### config.mk
export PLATFORM = sky130hd
export DESIGN_NAME = instrfetch
export DESIGN_NICKNAME = d
export VERILOG_FILES = /design/src/rtl/mips_pkg.sv /design/src/rtl/fetch_buf.sv /design/src/rtl/instrfetch.sv
export SDC_FILE = /design/constraint.sdc
export NUM_CORES = 2
export LEC_CHECK = 0
export CORE_ASPECT_RATIO = 1.5
export CORE_MARGIN = 1
export CORE_UTILIZATION = 30
export CTS_CLUSTER_SIZE = 10
export DETAILED_ROUTE_END_ITERATION = 10
export HOLD_SLACK_MARGIN = 0.1
export PLACE_DENSITY = 0.55
export SYNTH_ARGS = -nofsm -noshare
export SYNTH_HDL_FRONTEND = slang
export SYNTH_SLANG_ARGS = --single-unit
export TNS_END_PERCENT = 100
### constraint.sdc
create_clock -name clk -period 5.9 [get_ports clk]
set_input_delay 1.475 -clock clk [delete_from_list [all_inputs] [get_ports clk]]
set_output_delay 1.475 -clock clk [all_outputs]
set_load 0.01 [all_outputs]
### src/rtl/mips_pkg.sv
// rtl/mips_pkg.sv - shared constants, state type and branch-offset helper for the MIPS fetch stage
package mips_pkg;

    localparam logic [31:0] HALT_INSTR = 32'hFFFF_FFFF;
    localparam logic [5:0]  OP_RTYPE   = 6'b000000;
    localparam logic [5:0]  OP_BEQ     = 6'b000100;
    localparam int          PC_INC     = 4;

    typedef enum logic {
        RUN  = 1'b0,
        HALT = 1'b1
    } fetch_state_e;

    // Signed word offset of a branch turned into a 32-bit byte offset.
    function automatic logic [31:0] branch_offset(input logic [15:0] imm);
        return {{14{imm[15]}}, imm, 2'b00};
    endfunction

endpackage

### src/rtl/fetch_buf.sv
// rtl/fetch_buf.sv - 2-entry synchronous FIFO with synchronous clear
//
// Ports:
//   clk, rst            clock, synchronous active-high reset
//   clear               drop all entries (wins over push/pop)
//   push, push_data     write one entry (ignored when full and not popping)
//   pop                 remove the head (ignored when empty)
//   head                oldest entry
//   count, full, empty  occupancy
module fetch_buf
    import mips_pkg::*;
#(
    parameter int W = 40
) (
    input  logic         clk,
    input  logic         rst,
    input  logic         clear,
    input  logic         push,
    input  logic [W-1:0] push_data,
    input  logic         pop,
    output logic [W-1:0] head,
    output logic [1:0]   count,
    output logic         full,
    output logic         empty
);

    logic [W-1:0] ent0;
    logic [W-1:0] ent1;
    logic [1:0]   cnt;
    logic         do_pop;
    logic         do_push;

    assign do_pop  = pop && (cnt != 2'd0);
    assign do_push = push && ((cnt != 2'd2) || do_pop);

    // ent0 is always the head; a pop shifts ent1 down.
    always_ff @(posedge clk) begin
        if (rst) begin
            cnt  <= 2'd0;
            ent0 <= '0;
            ent1 <= '0;
        end else if (clear) begin
            cnt <= 2'd0;
        end else if (do_pop && do_push) begin
            if (cnt == 2'd1) begin
                ent0 <= push_data;
            end else begin
                ent0 <= ent1;
                ent1 <= push_data;
            end
        end else if (do_pop) begin
            ent0 <= ent1;
            cnt  <= cnt - 2'd1;
        end else if (do_push) begin
            if (cnt == 2'd0) begin
                ent0 <= push_data;
            end else begin
                ent1 <= push_data;
            end
            cnt <= cnt + 2'd1;
        end
    end

    assign head  = ent0;
    assign count = cnt;
    assign full  = (cnt == 2'd2);
    assign empty = (cnt == 2'd0);

endmodule

### src/rtl/instrfetch.sv
// rtl/instrfetch.sv - instruction fetch stage: PC, writable imem, 2-entry output buffer, branch redirect
//
// Ports:
//   clk, rst                         clock, synchronous active-high reset
//   imem_we, imem_wa, imem_wd        instruction memory write port
//   redirect, redirect_pc,           taken branch: pc <= redirect_pc + 4 + (imm << 2)
//   redirect_imm
//   out_valid, out_ready             handshake towards decode
//   out_instr, out_pc, out_opcode    buffer head
//   halted                           fetch stopped by HALT_INSTR
module instrfetch #(
    parameter int          PC_W       = 8,
    parameter logic [31:0] HALT_INSTR = mips_pkg::HALT_INSTR
) (
    input  logic            clk,
    input  logic            rst,
    input  logic            imem_we,
    input  logic [PC_W-3:0] imem_wa,
    input  logic [31:0]     imem_wd,
    input  logic            redirect,
    input  logic [PC_W-1:0] redirect_pc,
    input  logic [15:0]     redirect_imm,
    output logic            out_valid,
    input  logic            out_ready,
    output logic [31:0]     out_instr,
    output logic [PC_W-1:0] out_pc,
    output logic [5:0]      out_opcode,
    output logic            halted
);
    import mips_pkg::*;

    localparam int DEPTH = 1 << (PC_W - 2);
    localparam int BW    = 32 + PC_W;

    logic [31:0]     imem [DEPTH];
    logic [PC_W-3:0] pc_word;      // pc is always word aligned; only the word index is kept
    fetch_state_e    state;
    fetch_state_e    state_next;
    logic            fetch_en;
    logic [31:0]     fetch_word;
    logic [31:0]     target_full;

    logic [BW-1:0]   buf_head;
    logic [1:0]      buf_count;
    logic            buf_full;
    logic            buf_empty;
    logic            unused_bits;

    assign fetch_word = imem[pc_word];

    // Low two bits of redirect_pc are dropped before the add; the sum is
    // then word aligned, so truncating to the word index gives the target.
    assign target_full = 32'({redirect_pc[PC_W-1:2], 2'b00}) + 32'(PC_INC)
                       + branch_offset(redirect_imm);
    assign unused_bits = &{1'b0, redirect_pc[1:0], target_full[31:PC_W], target_full[1:0]};

    always_comb begin
        state_next = state;
        fetch_en   = 1'b0;
        if (redirect) begin
            state_next = RUN;
        end else if (state == RUN && !buf_full) begin
            fetch_en = 1'b1;
            if (fetch_word == HALT_INSTR) begin
                state_next = HALT;
            end
        end
    end

    always_ff @(posedge clk) begin
        if (rst) begin
            state   <= RUN;
            pc_word <= '0;
        end else begin
            state <= state_next;
            if (redirect) begin
                pc_word <= target_full[PC_W-1:2];
            end else if (fetch_en) begin
                pc_word <= pc_word + 1'b1;
            end
        end
    end

    // Write lands at the edge, so a same-cycle fetch of that word sees the old value.
    always_ff @(posedge clk) begin
        if (imem_we) begin
            imem[imem_wa] <= imem_wd;
        end
    end

    fetch_buf #(
        .W (BW)
    ) u_buf (
        .clk       (clk),
        .rst       (rst),
        .clear     (redirect),
        .push      (fetch_en),
        .push_data ({fetch_word, pc_word, 2'b00}),
        .pop       (out_ready && !buf_empty),
        .head      (buf_head),
        .count     (buf_count),
        .full      (buf_full),
        .empty     (buf_empty)
    );

    assign out_valid  = (buf_count != 2'd0);
    assign out_instr  = out_valid ? buf_head[BW-1:PC_W] : 32'd0;
    assign out_pc     = out_valid ? buf_head[PC_W-1:0] : '0;
    assign out_opcode = out_instr[31:26];
    assign halted     = (state == HALT);

endmodule

==> results.py <==
metrics = {
    "outcome": {
        "status": "completed",
    },
    "clock_network": {
        "cts.reportedPaths.clkPinSlew_ns": 0.06,
        "cts_setup_buffers": 0,
        "cts_tree": "built",
        "cts-buffers-inserted": 240,
        "clkLatencyLatePin_ns": 0.87,
        "root_buffer": "clkbuf_16",
        "postCtsHoldBufs": 0,
        "clkSinkCount": 2139,
        "cts_max_level": 4,
        "cts_resized": 0,
        "clk_path_buf_depth": 4,
    },
    "drt": {
        "drc": 0,
        "drt_wl_total_microns": 245000,
        "dr_total_vias": 42500,
        "drt_pass1_iterations": 5,
        "ant_nets": 0,
        "vias_per_cell": 5.25,
        "initialDrtViolationCount": 4398,
        "wire_per_inst_microns": 30.2,
    },
    "synthesis": {
        "syn_area_sq_um": 83500,
        "synth_ff_type": "edfxtp_1",
        "synth_edf_count": 2048,
        "async_flop_share_pct": 0,
        "ys_seq_elements": 2139,
        "yosys.area.top_type": "edfxtp_1",
        "synth_cells": 4108,
        "synth.top_cells.by_area": "edfxtp_1 (74%), mux4_2 (11%), dfxtp_1 (2.2%)",
        "ys_warn_count": 0,
        "avgSynthCellArea_sq_um": 20.3,
        "ys_seq_area_share_pct": 75.8,
        "synth_top_area_share_pct": 73.6,
        "synth_cell_types": 71,
    },
    "timing": {
        "hold_viol": 0,
        "tightestPinTransition_ns": 1.33,
        "slew_violations": 0,
        "finalCritPeriodShare_pct": 75.2,
        "slew_headroom_pct": 11.5,
        "layout_min_cycle_time_ns": 4.43,
        "rsz0062_at_grt": "false",
        "fin_setup_tns_ns": 0,
        "setup_ws_ns": 1.47,
        "skew_ns": 0.0320,
        "max_freq_mhz": 226,
        "setup_viol": 0,
    },
    "grt": {
        "grt.busiest_layer": "met2",
        "grt_start_max_net_pins": 77,
        "grt_usage_pct": 17.2,
        "use_met3_pct": 2.27,
        "overflow": 0,
        "antenna_found_initial": 19,
        "use_met1_pct": 20.3,
        "first_global_vias": 43300,
        "grt_pass1_wl_microns": 340000,
        "met2_usage_pct": 31.6,
    },
    "power_and_ir_drop": {
        "clock_power_share_pct": 38.5,
        "p_leak_nw": 29.1,
        "switching_share_pct": 23.7,
        "p_sw_mw": 7.86,
        "vdd_ir_drop_max_mv": 0.270,
        "seq_power_share_pct": 51.1,
        "powerDensity_nw_per_um2": 347,
        "p_comb_share_pct": 10.4,
        "p_int_mw": 25.3,
    },
    "layout": {
        "areaGrowthSynthToFinish_pct": 14.4,
        "drive_gt1_share_pct": 22.9,
        "multiInputGateArea_sq_um": 18700,
        "nFillCells": 25700,
        "design_area_sq_um": 95600,
        "nets": 4461,
        "seq_area_sq_um": 63300,
    },
    "job": {
        "drv_cap": 0,
    },
    "floorplanning": {
        "fp.dieH_microns": 648,
        "dieArea_sq_um": 281000,
        "coreArea_sq_um": 276000,
        "num_rows": 236,
        "ios": 115,
        "initial_utilization_pct": 30.2,
        "die_x_microns": 433,
    },
    "setup_path": {
        "cp.required_ns": 6.69,
        "end_kind": "flip-flop",
        "reg2reg_slack_ns": 1.47,
        "crit_type": "reg -> reg",
        "crit_arrival_ns": 5.23,
        "r2r_end": "halted",
        "crit_path_max_fanout": 34,
        "ff2ff_path_depth": 9,
        "start_kind": "flip-flop",
    },
    "place": {
        "place_ws_ns": 1.22,
        "globalplace.congestion": 0.815,
        "hpwl_microns": 144000,
        "place_area_sq_um": 89300,
        "io_buffer_count": 100,
    },
    "hold_path": {
        "holdPathEnd": "u_buf.ent1[7]",
        "hold_path_class": "reg -> reg",
        "min_from": "u_buf.ent1[7]",
        "hold_depth": 2,
    },
}
logic make-up after synthesis:
family / synth area share (%)
muxes: 14.5
and+or+nand+nor: 3.28
AOI/OAI and AO/OA: 3.63
xor gates and xnor gates: 0.115
DFF: 75.8
other: 0.00449
adders and majority gates: 0.249
buffers and inverters: 2.41
flip-flops by register name, summed over array words and instances (netlist names), named ones only:
name         flops
u_buf.count      2
halted           1
imem          2048
u_buf.ent1      38
pc_word          6
u_buf.head      38
power groups by stage:
| stage | Sequential (mW) | Combinational (mW) | Clock (mW) |
|---|---|---|---|
| global placement | 17.2 | 3.44 | 0 |
| global route | 16.9 | 3.61 | 13.5 |
| CTS | 16.9 | 3.47 | 13.0 |
| floorplan | 17.2 | 2.06 | 0 |
| detailed placement | 17.2 | 3.46 | 0 |
| finish | 16.9 | 3.43 | 12.8 |
layout make-up:
type / count / area share (%)
well taps: 3689 / 4.83
clock buffers: 264 / 6.45
inverters: 16 / 0.0641
diodes: 7 / 0.0183
repair buffers: 279 / 2.73
multi-input cells: 1702 / 19.6
flip-flops and latches: 2139 / 66.3
clock inverters: 6 / 0.0550
cells in the mapped netlist, types with 20 or more instances:
cell      instances
a211oi_1         57
mux4_1           23
nor3_1           30
edfxtp_1       2048
mux2i_1         171
mux2_2           20
nand3_1          42
dfxtp_1          91
nor2_1          203
buf_2            46
buf_6            35
buf_4            43
clkbuf_1         82
mux4_2          424
buf_12           23
nor2b_1          59
o21ai_0          22
nand2_1         186
a21oi_1         107
a22oi_1          67
o22ai_1          40
o221ai_1         33
cells in the final DEF (no fill, tap or decap), types with 8 or more instances in the layout:
cell type / count
nor2_1: 137
inv_1: 13
buf_4: 145
mux2i_1: 171
mux4_1: 23
nand4_1: 18
nor2b_1: 55
o21ai_0: 21
dfxtp_1: 85
a21oi_1: 107
and2_1: 9
nand3_1: 42
a311oi_1: 19
mux4_2: 424
nor2_4: 63
nor3_1: 28
a22oi_1: 67
o22ai_1: 40
nand2_1: 185
a22o_1: 13
a31oi_1: 13
ha_1: 15
clkbuf_1: 21
clkdlybuf4s50_1: 67
clkbuf_16: 243
mux2_2: 20
a221oi_1: 12
buf_12: 34
a211oi_1: 55
edfxtp_1: 2048
buf_2: 33
o221ai_1: 33
nand2b_1: 8
worst max-delay path, stage by stage (launching register included):
cell      delay [ns]
dfxtp_4         0.85
nand2_2         0.76
o22ai_1         0.41
nor3_1          0.10
a31oi_1         0.48
o21a_1          0.18
o211ai_1        0.37
or3_1           0.55
or4_1           0.48
o21ai_1         0.12
worst max path at each step:
| stage | startpoint | end | slack [ns] | cells past startpoint |
|---|---|---|---|---|
| floorplan | imem_wa[5] | imem[48][0] | 1.09 | 4 |
| finish | flip-flop | halted | 1.47 | 9 |
| global route | flip-flop | halted | 1.44 | 10 |
| detailed placement | imem_wa[2] | imem[57][3] | 1.22 | 5 |
| CTS | flip-flop | halted | 1.49 | 9 |
| global placement | imem_wa[2] | imem[57][3] | 1.34 | 5 |
routing by layer:
metal  share of wire, %  wire length [microns]
met5              0.026                     64
met2                 53                 130000
met1                 37                  90700
met3                5.6                  13600
met4                4.1                   9940
per-stage QoR:
step,hold WS [ns],utilization [%],power [mW],cells
after floorplan,0.427,-,19.2,4109
after global placement,0.456,32.4,20.7,7825
after detailed placement,0.447,32.4,20.7,7825
after CTS,0.454,34.6,33.4,8095
after global routing,0.467,34.6,34.0,8098
final,0.454,34.6,33.1,8102
Note: power is estimated with default switching activity, not from simulation.
